<file path="src/rtl/systolic_input_skewer.sv">
// Input skewer for the weight-stationary systolic array: lane i of each accepted row
// is delayed i extra cycles, then the pipeline is drained with zeros before done.
module systolic_input_skewer #(
   parameter int DATAWIDTH = 8,
   parameter int N_SIZE    = 32,
   parameter int NUM_ROWS  = 512,
   parameter int BUS_WIDTH = N_SIZE * DATAWIDTH
) (
   input  logic                            clk,
   input  logic                            rst,
   input  logic                            start,
   input  logic                            in_valid,
   input  logic [BUS_WIDTH-1:0]            in_data,
   output logic                            in_ready,
   output logic [BUS_WIDTH-1:0]            out_data,
   output logic [N_SIZE-1:0]               out_lane_valid,
   output logic                            out_valid,
   output logic [$clog2(NUM_ROWS+1)-1:0]   row_cnt,
   output logic                            busy,
   output logic                            done
);

   localparam int CW  = $clog2(NUM_ROWS + 1);
   localparam int DCW = $clog2(N_SIZE + 1);

   localparam logic [CW-1:0]  ROW_MAX    = CW'(NUM_ROWS);
   localparam logic [CW-1:0]  ROW_LAST   = CW'(NUM_ROWS - 1);
   localparam logic [DCW-1:0] DRAIN_LAST = DCW'(N_SIZE - 1);

   localparam logic [1:0] S_IDLE   = 2'd0;
   localparam logic [1:0] S_STREAM = 2'd1;
   localparam logic [1:0] S_DRAIN  = 2'd2;
   localparam logic [1:0] S_DONE   = 2'd3;

   logic [1:0]     state_q, state_d;
   logic [CW-1:0]  row_cnt_q, row_cnt_d;
   logic [DCW-1:0] drain_q, drain_d;
   logic           accept;

   assign accept    = in_valid && (state_q == S_STREAM);
   assign in_ready  = (state_q == S_STREAM);
   assign busy      = (state_q == S_STREAM) || (state_q == S_DRAIN);
   assign done      = (state_q == S_DONE);
   assign row_cnt   = row_cnt_q;
   assign out_valid = |out_lane_valid;

   always_comb begin
      state_d   = state_q;
      row_cnt_d = row_cnt_q;
      drain_d   = drain_q;
      case (state_q)
         S_IDLE: begin
            if (start) begin
               row_cnt_d = '0;
               state_d   = S_STREAM;
            end
         end
         S_STREAM: begin
            if (accept) begin
               if (row_cnt_q < ROW_MAX) row_cnt_d = row_cnt_q + CW'(1);
               if (row_cnt_q == ROW_LAST) begin
                  drain_d = '0;
                  state_d = S_DRAIN;
               end
            end
         end
         S_DRAIN: begin
            if (drain_q == DRAIN_LAST) state_d = S_DONE;
            else                       drain_d = drain_q + DCW'(1);
         end
         default: state_d = S_IDLE;
      endcase
   end

   always_ff @(posedge clk or posedge rst) begin
      if (rst) begin
         state_q   <= S_IDLE;
         row_cnt_q <= '0;
         drain_q   <= '0;
      end else begin
         state_q   <= state_d;
         row_cnt_q <= row_cnt_d;
         drain_q   <= drain_d;
      end
   end

   // Lane i is i+1 registers deep; non-accepted cycles inject a zero bubble so
   // stalls stay aligned across lanes and the pipeline drains with zeros.
   for (genvar i = 0; i < N_SIZE; i++) begin : g_lane
      logic [DATAWIDTH-1:0] dat_q [0:i];
      logic [i:0]           vld_q;

      always_ff @(posedge clk or posedge rst) begin
         if (rst) begin
            for (int k = 0; k <= i; k++) dat_q[k] <= '0;
            vld_q <= '0;
         end else begin
            dat_q[0] <= accept ? in_data[i*DATAWIDTH +: DATAWIDTH] : '0;
            vld_q[0] <= accept;
            for (int k = 1; k <= i; k++) begin
               dat_q[k] <= dat_q[k-1];
               vld_q[k] <= vld_q[k-1];
            end
         end
      end

      assign out_data[i*DATAWIDTH +: DATAWIDTH] = dat_q[i];
      assign out_lane_valid[i]                  = vld_q[i];
   end

endmodule

</file>
<file path="config.mk">
export PLATFORM = sky130hd
export DESIGN_NAME = systolic_input_skewer
export DESIGN_NICKNAME = d
export VERILOG_FILES = /design/src/rtl/systolic_input_skewer.sv
export SDC_FILE = /design/constraint.sdc
export NUM_CORES = 2
export LEC_CHECK = 0
export CAP_MARGIN = 40
export CORE_UTILIZATION = 45
export DETAILED_ROUTE_END_ITERATION = 8
export GPL_TIMING_DRIVEN = 1
export PLACE_DENSITY = 0.66
export SYNTH_ARGS = -nofsm -noshare
export SYNTH_HDL_FRONTEND = slang
export SYNTH_SLANG_ARGS = --single-unit
</file>
<file path="constraint.sdc">
create_clock -name clk -period 432.3 [get_ports clk]
set_input_delay 64.845 -clock clk [delete_from_list [all_inputs] [get_ports clk]]
set_output_delay 64.845 -clock clk [all_outputs]
set_load 0.01 [all_outputs]
</file>
==> impl_metrics.json <==
{
  "status": "completed",
  "synth_top_family_by_area": "buffers and inverters",
  "min_from": "g_lane[12].dat_q[57]$_DFF_PP0_",
  "crit_start": "rst",
  "fmax_mhz": 14.4,
  "vias_per_cell": 4.30,
  "power.clock.fraction_pct": 44.3,
  "routedWlPerCell_um": 18.7,
  "slowest_delay_ns": 0.82,
  "reg2reg_slack_ns": 429.75,
  "place_congestion": 0.805,
  "postPlaceCellArea_um2": 120000,
  "drtIter0Drc": 2203,
  "min_path_type": "reg -> reg",
  "slew_headroom_pct": 25.9,
  "path_clk_slew_ns": 0.06,
  "cts_sinks": 4274,
  "area.growth.synth_to_final_pct": 20.0,
  "worst-setup-path-type": "in -> async",
  "rsz0062_at_grt": "no",
  "yosysSeqAreaShare_pct": 95.9,
  "grt_pass1_wl_um": 279000,
  "yosys.area.top_type": "dfrtp_1",
  "cts_tree": "yes",
  "die_h_um": 500,
  "grt_max_degree": 220,
  "hold_viol_final": 0,
  "synth_mux_area_share_pct": 0.0415,
  "synth_cells": 4961,
  "rr_worst_depth": 6,
  "fp.coreArea_um2": 246000,
  "cpMostUsedCell": "buf_4",
  "pin_count": 562,
  "final_area_um2": 134000,
  "postCtsSetupRepairBufs": 0,
  "synthArstFlopShare_pct": 100,
  "critPathCaptureType": "asynchronous set/reset pin",
  "drive_above_1_share_pct": 12.1,
  "period_minus_slack_ns": 69.43,
  "synth-seq-cells": 4274,
  "fp.dieArea_um2": 250000,
  "setup_tns_ns": 0,
  "period_share_pct": 16.1,
  "synthAdderAreaFrac_pct": 0.0786,
  "synth_common_cells": "dfrtp_1, and3_1, buf_4",
  "yosys.area_share.simple_pct": 1.77,
  "setup_viol_count_final": 0,
  "switching_share_pct": 20.4,
  "crit_chain": "clkdlybuf4s50_1 > inv_8 > buf_12 > buf_4 > buf_12 > buf_4 > buf_16 > buf_4 > buf_16 > buf_4 > buf_12",
  "synth_area_leaders": "dfrtp_1, buf_4, and3_1",
  "critPathBufInv": 11,
  "initial_core_util_pct": 45.3,
  "wirelength_um": 175000,
  "p_switching_uw": 163,
  "p_per_area_nw_per_um2": 5.97,
  "peakVddDrop_mv": 0.00353,
  "r2r_end": "row_cnt[7]$_DFFE_PP0P_",
  "grt_overflow_total": 0,
  "drtPass1Iterations": 5,
  "synth_edf_count": 0,
  "final_nets": 5955,
  "netlist.area_leader.share_pct": 95.9,
  "synthesis.area_um2": 112000,
  "drv_cap": 0,
  "r2r-start": "state_q[1]$_DFFE_PP0P_",
  "synth.most_common_cell": "dfrtp_1",
  "cts_buffer_depth": 4,
  "post-place-ws_ns": 361.36,
  "die_w_um": 500,
  "power_frac_seq_pct": 53.6,
  "synth_fp_nets": 5228,
  "vias": 40000,
  "p_int_uw": 635,
  "synth_flop_cell": "dfrtp_1",
  "worst_slack_ns": 362.87,
  "clock_latency_ns": 0.97,
  "htree_num_levels": 5,
  "cts-root-buf": "clkbuf_16",
  "crit_fanout": 211,
  "synth_warnings": 0,
  "fin_skew_ns": 0.0831,
  "cts_resized": 0,
  "synth_area_per_cell_um2": 22.5,
  "numCtsBuffers": 404,
  "critPathTopFamily": "buffers and inverters",
  "dpl.hpwl_um": 84200,
  "antenna_found_initial": 37,
  "drc": 0,
  "synth_cell_types": 47,
  "slew_violations": 0,
  "cp.required_ns": 433.40,
  "leakage_uw": 0.0660,
  "cpMaxStageDelayCell": "buf_12",
  "cts_hold_buf": 0,
  "critPathArrivalTime_ns": 70.53,
  "synth-compound-area-share_pct": 0.242,
  "grt_use_total_pct": 14.6,
  "num_rows": 182,
  "comb_power_share_pct": 2.2,
  "cp-start-kind": "primary input",
  "grt_pass1_vias": 47300,
  "final_core_util_pct": 54.3,
  "ant_nets": 0,
  "synth_xor_area_share_pct": 0.0314,
  "min_to": "g_lane[12].dat_q[49]$_DFF_PP0_",
  "tightest_slew_ns": 1.11,
  "port_buffers": 561,
  "hold_depth": 0
}
==> registers in the layout, indices dropped and copies added (netlist names) <==
signal and flops:
drain_q 6, g_lane.dat_q 3976, state_q 2, out_data 248
row_cnt 10, g_lane.vld_q 32
==> cells in the final DEF, fill, tap and decap left out, types with 3 or more instances in the layout <==
master              n
dfrtp_1          4274
clkdlybuf4s50_1   560
clkbuf_16         407
and3_1            259
clkbuf_8          103
clkbuf_1           67
clkinv_2           64
buf_4              38
bufinv_16          30
buf_16             21
inv_6              14
clkinvlp_4         13
buf_12             12
nand2_1            11
nor2_1             10
diode_2             9
nor4_1              8
nand3_1             7
inv_1               6
nand4_1             6
ha_1                6
clkinv_4            6
a21oi_1             5
o21ai_0             5
a31oi_1             4
xnor2_1             4
inv_8               3
nand2b_1            3
nor2b_1             3
a211oi_1            3
o2bb2a_1            3
clkinv_8            3
==> worst max-delay path by stage <==
| stage | endpoint | slack, ns | cells after the start |
|---|---|---|---|
| after global routing | g_lane[31].dat_q[189]$_DFF_PP0_ | 362.03 | 11 |
| after global placement | g_lane[25].dat_q[182]$_DFF_PP0_ | 361.09 | 8 |
| after detailed placement | g_lane[11].dat_q[15]$_DFF_PP0_ | 361.36 | 9 |
| after floorplan | drain_q[0]$_DFFE_PP0P_ | 246.50 | 1 |
| final | g_lane[25].dat_q[150]$_DFF_PP0_ | 362.87 | 11 |
| after CTS | g_lane[31].dat_q[237]$_DFF_PP0_ | 362.35 | 10 |
==> kinds of logic after synthesis <==
group | after synthesis
flops | 4274
simple gates | 321
buf+inv | 318
compound gates | 33
fa+ha+maj | 7
xor+xnor | 4
mux | 4
==> routing by layer <==
layer	routed length (um)	global-route usage (%)	up-vias
li1	-	-	16900
met4	6290	5.62	36
met3	12100	4.95	445
met5	236	0	-
met2	91100	24.6	961
met1	64800	17.2	21700
==> final cells by class <==
cell class              count  area (um2)
inverters                   7        33.8
multi-input cells         369        2430
well taps                3312        4140
flip-flops and latches   4274      107000
diodes                      9        22.5
clock inverters           135        1650
repair buffers            632        6720
clock buffers             576       11800
fillers                 17700      112000
==> power groups by stage <==
| stage | Clock, uW | Sequential, uW | Combinational (uW) |
|---|---|---|---|
| floorplan | 0 | 439 | 9.74 |
| finish | 353 | 428 | 17.5 |
| CTS | 365 | 428 | 18.1 |
| detailed placement | 0 | 434 | 17.8 |
| global placement | 0 | 433 | 16.8 |
| global route | 380 | 429 | 19.9 |
==> per-stage QoR <==
| step | cells | hold WS (ns) | power [uW] |
|---|---|---|---|
| finish | 9314 | 0.277 | 798 |
| CTS | 9299 | 0.272 | 811 |
| global placement | 8570 | 0.331 | 450 |
| global route | 9311 | 0.282 | 829 |
| detailed placement | 8588 | 0.335 | 452 |
| floorplan | 4961 | 0.331 | 449 |
(Power assumes the default switching activity.)
